[config.mk]
export PLATFORM = sky130hd
export DESIGN_NAME = la_capture_engine_flat
export DESIGN_NICKNAME = d
export VERILOG_FILES = /design/src/rtl/la_pkg.sv /design/src/rtl/la_capture_engine_if.sv /design/src/rtl/la_sample_ram.sv /design/src/rtl/la_capture_engine.sv /design/src/flat_wrapper.sv
export SDC_FILE = /design/constraint.sdc
export NUM_CORES = 1
export LEC_CHECK = 0
export BUFFER_PORTS_ARGS = -buffer_cell sky130_fd_sc_hd__buf_2
export CAP_MARGIN = 25
export CORE_MARGIN = 8
export CORE_UTILIZATION = 56
export CTS_BUF_LIST = sky130_fd_sc_hd__clkbuf_8
export DETAILED_ROUTE_END_ITERATION = 10
export GPL_TIMING_DRIVEN = 0
export HOLD_SLACK_MARGIN = 0.15
export PLACE_DENSITY = 0.73
export SETUP_SLACK_MARGIN = 0.1
export SLEW_MARGIN = 20
export SYNTH_ARGS = -nofsm -noshare
export SYNTH_HDL_FRONTEND = slang
export SYNTH_SLANG_ARGS = --single-unit
[constraint.sdc]
create_clock -name clk -period 7.2 [get_ports clk]
set_input_delay 2.16 -clock clk [delete_from_list [all_inputs] [get_ports clk]]
set_output_delay 2.16 -clock clk [all_outputs]
set_load 0.02 [all_outputs]
[src/rtl/la_pkg.sv]
// Shared definitions for the logic-analyser capture engine: FSM encoding,
// trigger-mode codes and the pointer-width helper.
package la_pkg;

  typedef enum logic [2:0] {
    ST_IDLE      = 3'd0,
    ST_PREFILL   = 3'd1,
    ST_WAIT_TRIG = 3'd2,
    ST_POST      = 3'd3,
    ST_DONE      = 3'd4
  } la_state_e;

  localparam logic [1:0] TRIG_IMM  = 2'd0;
  localparam logic [1:0] TRIG_PAT  = 2'd1;
  localparam logic [1:0] TRIG_RISE = 2'd2;
  localparam logic [1:0] TRIG_FALL = 2'd3;

  function automatic int ptr_w(input int depth);
    return (depth > 1) ? $clog2(depth) : 1;
  endfunction

endpackage

[src/rtl/la_capture_engine_if.sv]
// Host readout bus of the capture engine.
// Handshake: rd_en is a one-cycle strobe with no backpressure; every strobe the
// engine accepts produces exactly one rd_valid pulse on the following cycle, and
// rd_data is meaningful only while rd_valid is high.
interface la_capture_engine_if #(parameter int NUM_CH = 4);
  logic              rd_en;
  logic [NUM_CH-1:0] rd_data;
  logic              rd_valid;

  modport master (output rd_en, input rd_data, input rd_valid);
  modport slave  (input rd_en, output rd_data, output rd_valid);
endinterface

[src/rtl/la_sample_ram.sv]
// DEPTH x NUM_CH sample store: one write port, one registered read port.
// Only the read register is reset; the array keeps whatever was captured last.
module la_sample_ram #(
  parameter int NUM_CH = 4,
  parameter int DEPTH  = 64,
  parameter int AW     = 6
) (
  input  logic              clk,
  input  logic              rst,
  input  logic              we,
  input  logic [AW-1:0]     waddr,
  input  logic [NUM_CH-1:0] wdata,
  input  logic              re,
  input  logic [AW-1:0]     raddr,
  output logic [NUM_CH-1:0] rdata
);

  logic [NUM_CH-1:0] mem [DEPTH];

  always_ff @(posedge clk) begin
    if (we) mem[waddr] <= wdata;
  end

  always_ff @(posedge clk or posedge rst) begin
    if (rst)     rdata <= '0;
    else if (re) rdata <= mem[raddr];
  end

endmodule

[src/rtl/la_capture_engine.sv]
// Trigger-qualified capture engine: synchronised probes, programmable sample
// tick, circular pre/post-trigger buffer and strobed oldest-first readout.
module la_capture_engine
  import la_pkg::*;
#(
  parameter int NUM_CH   = 4,
  parameter int DEPTH    = 64,
  parameter int PRE_TRIG = 16,
  parameter int DIV_W    = 8
) (
  input  logic               clk,
  input  logic               rst,
  input  logic               arm,
  input  logic               abort,
  input  logic [NUM_CH-1:0]  ch_in,
  input  logic [1:0]         trig_mode,
  input  logic [NUM_CH-1:0]  trig_mask,
  input  logic [NUM_CH-1:0]  trig_value,
  input  logic [DIV_W-1:0]   clk_div,
  la_capture_engine_if.slave rd_bus,
  output logic               triggered,
  output logic               done,
  output logic [2:0]         state
);

  localparam int AW     = ptr_w(DEPTH);
  localparam int POST_N = DEPTH - PRE_TRIG;  // samples from the trigger sample on
  localparam logic [AW-1:0] PRE_LAST  = AW'(PRE_TRIG == 0 ? 0 : PRE_TRIG - 1);
  localparam logic [AW-1:0] POST_LAST = AW'(POST_N - 1);
  localparam logic [AW-1:0] RD_LAST   = AW'(DEPTH - 1);

  la_state_e         state_q, state_d;
  logic [NUM_CH-1:0] s_meta, s_sync, prev;
  logic              prev_valid, arm_q, triggered_q, rd_valid_q;
  logic [DIV_W-1:0]  div_cnt, div_lim;
  logic [AW-1:0]     wr_ptr, rd_ptr, trig_ptr, pre_cnt, post_cnt, rd_cnt;
  logic              tick, hit, start, wr_en, trig_fire, rd_go;

  always_comb begin
    hit = 1'b0;
    case (trig_mode)
      TRIG_IMM:  hit = 1'b1;
      TRIG_PAT:  hit = ((s_sync & trig_mask) == (trig_value & trig_mask));
      TRIG_RISE: hit = prev_valid && (|(s_sync & ~prev & trig_mask));
      TRIG_FALL: hit = prev_valid && (|(~s_sync & prev & trig_mask));
      default:   hit = 1'b0;
    endcase
  end

  // abort outranks every other event, so it masks all strobes below.
  always_comb begin
    state_d   = state_q;
    tick      = (state_q != ST_IDLE) && (div_cnt == div_lim);
    start     = 1'b0;
    wr_en     = 1'b0;
    trig_fire = 1'b0;
    rd_go     = 1'b0;
    case (state_q)
      ST_IDLE: begin
        start = arm && !arm_q && !abort;
        if (start) state_d = (PRE_TRIG == 0) ? ST_WAIT_TRIG : ST_PREFILL;
      end
      ST_PREFILL: begin
        wr_en = tick && !abort;
        if (tick && pre_cnt == PRE_LAST) state_d = ST_WAIT_TRIG;
      end
      ST_WAIT_TRIG: begin
        wr_en     = tick && !abort;
        trig_fire = tick && hit && !abort;
        if (tick && hit) state_d = (POST_N == 1) ? ST_DONE : ST_POST;
      end
      ST_POST: begin
        wr_en = tick && !abort;
        if (tick && post_cnt == POST_LAST) state_d = ST_DONE;
      end
      ST_DONE: begin
        rd_go = rd_bus.rd_en && !abort;
        if (rd_go && rd_cnt == RD_LAST) state_d = ST_IDLE;
      end
      default: state_d = ST_IDLE;
    endcase
    if (abort) state_d = ST_IDLE;
  end

  always_ff @(posedge clk or posedge rst) begin
    if (rst) state_q <= ST_IDLE;
    else     state_q <= state_d;
  end

  always_ff @(posedge clk or posedge rst) begin
    if (rst) begin
      arm_q       <= 1'b0;
      s_meta      <= '0;
      s_sync      <= '0;
      prev        <= '0;
      prev_valid  <= 1'b0;
      div_cnt     <= '0;
      div_lim     <= '0;
      wr_ptr      <= '0;
      rd_ptr      <= '0;
      trig_ptr    <= '0;
      pre_cnt     <= '0;
      post_cnt    <= '0;
      rd_cnt      <= '0;
      triggered_q <= 1'b0;
      rd_valid_q  <= 1'b0;
    end else begin
      arm_q      <= arm;
      s_meta     <= ch_in;
      s_sync     <= s_meta;
      rd_valid_q <= rd_go;
      // The limit is re-latched only at a wrap, so clk_div edits never cut a period short.
      if (state_q == ST_IDLE || tick) begin
        div_cnt <= '0;
        div_lim <= clk_div;
      end else begin
        div_cnt <= div_cnt + DIV_W'(1);
      end
      if (start) begin
        wr_ptr     <= '0;
        pre_cnt    <= '0;
        post_cnt   <= '0;
        rd_cnt     <= '0;
        prev_valid <= 1'b0;
      end
      if (wr_en) begin
        wr_ptr     <= wr_ptr + AW'(1);
        prev       <= s_sync;
        prev_valid <= 1'b1;
        if (state_q == ST_PREFILL) pre_cnt  <= pre_cnt + AW'(1);
        if (state_q == ST_POST)    post_cnt <= post_cnt + AW'(1);
      end
      if (trig_fire) begin
        trig_ptr    <= wr_ptr;
        post_cnt    <= AW'(1);
        triggered_q <= 1'b1;
      end
      // Oldest retained sample sits PRE_TRIG slots behind the trigger sample.
      if (state_q != ST_DONE && state_d == ST_DONE)
        rd_ptr <= (trig_fire ? wr_ptr : trig_ptr) - AW'(PRE_TRIG);
      if (rd_go) begin
        rd_ptr <= rd_ptr + AW'(1);
        rd_cnt <= rd_cnt + AW'(1);
      end
      if (state_d == ST_IDLE) triggered_q <= 1'b0;
    end
  end

  la_sample_ram #(.NUM_CH(NUM_CH), .DEPTH(DEPTH), .AW(AW)) u_ram (
    .clk   (clk),
    .rst   (rst),
    .we    (wr_en),
    .waddr (wr_ptr),
    .wdata (s_sync),
    .re    (rd_go),
    .raddr (rd_ptr),
    .rdata (rd_bus.rd_data)
  );

  assign rd_bus.rd_valid = rd_valid_q;
  assign triggered       = triggered_q;
  assign done            = (state_q == ST_DONE);
  assign state           = state_q;

endmodule

[src/flat_wrapper.sv]
// flat-port wrapper written by rule: the top's interface ports become plain ports
module la_capture_engine_flat import la_pkg::*;
#(
  parameter int NUM_CH   = 4,
  parameter int DEPTH    = 64,
  parameter int PRE_TRIG = 16,
  parameter int DIV_W    = 8
)
  (clk, rst, arm, abort, ch_in, trig_mode, trig_mask, trig_value, clk_div, triggered, done, state, rd_bus_rd_en, rd_bus_rd_data, rd_bus_rd_valid);
  la_capture_engine_if #(.NUM_CH(NUM_CH)) rd_bus_i ();
  input  logic clk;
  input  logic rst;
  input  logic arm;
  input  logic abort;
  input  logic [NUM_CH-1:0] ch_in;
  input  logic [1:0] trig_mode;
  input  logic [NUM_CH-1:0] trig_mask;
  input  logic [NUM_CH-1:0] trig_value;
  input  logic [DIV_W-1:0] clk_div;
  output logic triggered;
  output logic done;
  output logic [2:0] state;
  input wire logic [$bits(rd_bus_i.rd_en)-1:0] rd_bus_rd_en;
  output wire logic [$bits(rd_bus_i.rd_data)-1:0] rd_bus_rd_data;
  output wire logic [$bits(rd_bus_i.rd_valid)-1:0] rd_bus_rd_valid;
  assign rd_bus_i.rd_en = rd_bus_rd_en;
  assign rd_bus_rd_data = rd_bus_i.rd_data;
  assign rd_bus_rd_valid = rd_bus_i.rd_valid;
  la_capture_engine #(.NUM_CH(NUM_CH), .DEPTH(DEPTH), .PRE_TRIG(PRE_TRIG), .DIV_W(DIV_W)) u_core (.clk(clk), .rst(rst), .arm(arm), .abort(abort), .ch_in(ch_in), .trig_mode(trig_mode), .trig_mask(trig_mask), .trig_value(trig_value), .clk_div(clk_div), .rd_bus(rd_bus_i), .triggered(triggered), .done(done), .state(state));
endmodule
==> impl_summary.txt <==
----------------------------------------------------
[Run status]
  Result of the run ... finished, final reports clean

[Critical path]
  Arrival time at the worst endpoint ... 4.36 ns
  Worst Reg-to-Reg Cells ... 7
  Crit Path Category ... in2reg
  Crit Path Max Fanout ... 9
  Kind of end point of the critical path ... register
  Setup crit start kind ... primary input
  Required time at the endpoint of the critical path ... 7.38 ns

[Logic synthesis]
  Number of standard cells after synthesis ... 937
  Number of synthesized flops with an enable pin ... 256
  Sequential share of the synthesized area ... 69.28%
  Mean instance size in the synthesized netlist ... 14.73 µm²
  Yosys warning count ... 0
  Prevailing post-synth register cell ... sky130_fd_sc_hd__edfxtp_1
  Async set-or-reset flop fraction in the synthesized netlist ... 22.66%
  Net count of the mapped netlist ... 970
  Count of cell types in the netlist ... 53
  Combined area of all synthesized cells ... 13810 µm²
  Flip-flop and latch count after synthesis ... 331

[GRT]
  Vias in the first global route ... 8424
  Initial antenna violation count ... 0
  Grt ovf ... 0
  Overall track demand over capacity in global routing ... 19.90%
  Wire length of the first global-routing pass ... 46.75 mm
  Largest net degree at the start of global routing ... 69

[Route]
  Number of DRC violations after detailed-routing iteration 0 ... 725
  Total wire length ... 30.04 mm
  Number of iterations in the first detailed-routing pass ... 6
  WL per Instance ... 21.52 µm
  Vias per cell ... 5.936
  Vias after detailed routing ... 8286
  DRC errors left ... 0
  Post-DRT Antenna Nets ... 0

[Placement]
  Buffers added on ports ... 36
  DP Wirelength ... 19.99 mm
  Dpl cell area ... 14470 µm²
  Routability cong. ... 0.8650

[Clock network]
  Number of instances resized during post-cts repair ... 0
  CTS H-tree lvls ... 2
  Clk sinks ... 331
  CTS clock-pin slew for the worst setup and hold paths ... 0.06 ns
  Number of buffers created by CTS ... 51
  Cts-stage hold buffer count ... 0
  Clock latency on the worst-skew pair ... 0.57 ns
  Root buf cell ... sky130_fd_sc_hd__clkbuf_8
  CTS tree ... done
  Buffers inserted by post-CTS timing repair ... 0
  Maximum root-to-sink buffer count ... 3

[STA]
  Least-Margin Pin Slew ... 0.9222 ns
  Number of failing setup endpoints in the final timing report ... 0
  Setup repair after global routing missed its margin ... no
  Worst-case hold slack ... 0.3481 ns
  Worst Clk Skew ... 0.01487 ns
  Fin crit share ... 58.05%
  Aggregate negative setup slack ... 0 ns
  Final count of pins violating max slew ... 0
  Worst rel slew slack ... 38.01%
  Hold violation count in the final report ... 0
  Time the worst path needs with I/O delays and setup ... 4.180 ns
  Peak Freq ... 239.2 MHz

[Flow run]
  Number of violations of the max-capacitance limit ... 0

[Die]
  Die span in x ... 173.0 µm
  Core region area ... 24250 µm²
  Die outline area ... 29930 µm²
  Effective utilization at floorplan ... 56.93%
  Placement Rows ... 57
  I/O pin count ... 37
  Die Span Y ... 173.0 µm

[Final layout]
  Commonest non-fill, non-tap cell in the layout ... sky130_fd_sc_hd__edfxtp_1
  Final net count ... 1062
  End-of-flow core utilization ... 64.10%
  Layout cells sized above 1 ... 19.12%
  Synth-to-layout area growth ... 12.59%
  Count of antenna diodes in the layout ... 0
  Most used cells in the layout excluding fill and tap cells ... sky130_fd_sc_hd__edfxtp_1, sky130_fd_sc_hd__nor2_1, sky130_fd_sc_hd__nand2_1
  Fillcell total ... 1801
  Final non-filler cell area ... 15540 µm²

[Power and ir drop]
  IR drop worst, VDD ... 198.9 µV
  Leakage power of the design ... 0.005375 µW
  Ratio of total power to cell area ... 243.3 nW/µm²

[Min path]
  Path type of the worst min-delay path ... reg2reg
  Number of cells traversed by the worst hold path ... 0

----------------------------------------------------
-- metrics by stage --
stage,power [µW],std cells,setup WS (ns)
floorplan,2169,937,3.130
global placement,2206,1297,2.138
CTS,3807,1396,3.059
detailed placement,2212,1300,2.463
finish,3782,1396,3.020
global route,3897,1396,2.963
-- cell usage after synthesis (all sizes together) (2+ instances only) --
cell | instances | area share (%)
a221o | 2 | 0.15
dfrtp | 75 | 14
buf | 29 | 1.0
o21ai | 28 | 1.0
and3 | 7 | 0.32
a32o | 4 | 0.29
xor2 | 13 | 0.82
a31oi | 9 | 0.41
o211ai | 4 | 0.22
and4 | 2 | 0.13
a21o | 2 | 0.11
nor3 | 5 | 0.22
nand4 | 10 | 0.45
mux2i | 58 | 4.2
o22ai | 5 | 0.23
ha | 6 | 0.54
or3 | 3 | 0.14
edfxtp | 256 | 56
a211oi | 6 | 0.33
xnor2 | 10 | 0.63
nand2 | 75 | 2.0
nor4 | 5 | 0.43
a22o | 2 | 0.13
o311ai | 2 | 0.13
a22oi | 27 | 1.5
clkbuf | 23 | 0.63
nor2b | 12 | 0.54
or2 | 8 | 0.36
nand2b | 6 | 0.27
a21oi | 21 | 0.76
and2 | 8 | 0.36
nand3 | 40 | 1.5
or3b | 6 | 0.38
nor2 | 99 | 2.7
inv | 5 | 0.14
mux4 | 36 | 5.9
nand3b | 10 | 0.54
mux2 | 12 | 0.98
-- critical path, stage by stage --
cell and delay [ns]:
sky130_fd_sc_hd__buf_2 0.13, sky130_fd_sc_hd__or2_2 0.29, sky130_fd_sc_hd__or4_1 0.38, sky130_fd_sc_hd__buf_2 0.22
sky130_fd_sc_hd__or2_1 0.25, sky130_fd_sc_hd__clkbuf_1 0.21, sky130_fd_sc_hd__nor3_1 0.70
-- logic make-up after synthesis --
| kind of cell | Yosys count | share of synthesized area [%] |
|---|---|---|
| flops | 331 | 69.28 |
| simple gates | 297 | 10.40 |
| compound gates | 116 | 5.474 |
| mux | 106 | 11.06 |
| buf+inv | 58 | 1.794 |
| xor+xnor | 23 | 1.459 |
| fa+ha+maj | 6 | 0.5438 |
-- flip-flops by register name (all words and copies together), names as in the netlist, 6 cells and up --
| signal | flops |
|---|---|
| u_core.rd_ptr | 6 |
| u_core.div_lim | 8 |
| u_core.post_cnt | 6 |
| u_core.rd_cnt | 6 |
| u_core.trig_ptr | 6 |
| u_core.pre_cnt | 6 |
| u_core.u_ram.mem | 256 |
| u_core.wr_ptr | 6 |
| u_core.div_cnt | 8 |
-- where the power goes --
part           leakage (µW)  switching (µW)  internal, µW  total, µW
logic               0.00148            51.3          27.7       79.1
registers           0.00329            23.3          2070       2090
clock network      0.000604             722           889       1610
-- worst paths after layout --
| kind | end | slack, ns | startpoint |
|---|---|---|---|
| worst max-delay path | u_core.u_ram.mem[25][3]$_DFFE_PP_ | 3.02 | abort |
| worst min-delay path | u_core.s_sync[2]$_DFF_PP0_ | 0.35 | u_core.s_meta[2]$_DFF_PP0_ |
| worst max register to register | u_core.u_ram.mem[25][3]$_DFFE_PP_ | 4.01 | u_core.div_cnt[0]$_DFF_PP0_ |
| worst min register to register | u_core.s_sync[2]$_DFF_PP0_ | 0.35 | u_core.s_meta[2]$_DFF_PP0_ |
| max in group asynchronous | u_core.triggered$_DFFE_PP0P_ | 5.00 | rst |
| min in group asynchronous | u_core.s_meta[1]$_DFF_PP0_ | 1.61 | rst |
-- routing by layer --
metal,up-vias,wire length (µm),global-route usage (%)
met5,-,0,0
met3,60,2152,3.659
li1,3745,-,-
met1,4128,12510,26.47
met4,0,799,6.683
met2,353,14580,32.76
-- cell type report --
type | instances | area, µm² | share of cell area [%]
Buffer | 52 | 225.2 | 1.449
Clock buffer | 58 | 798.3 | 5.136
Clock inverter | 38 | 274.0 | 1.763
Inverter | 6 | 25.02 | 0.1610
Multi-Input combinational cell | 548 | 3994 | 25.69
Sequential cell | 331 | 9574 | 61.60
Tap cell | 324 | 405.4 | 2.608
Timing Repair Buffer | 39 | 247.7 | 1.594
Power figures use the tool's default switching activity.
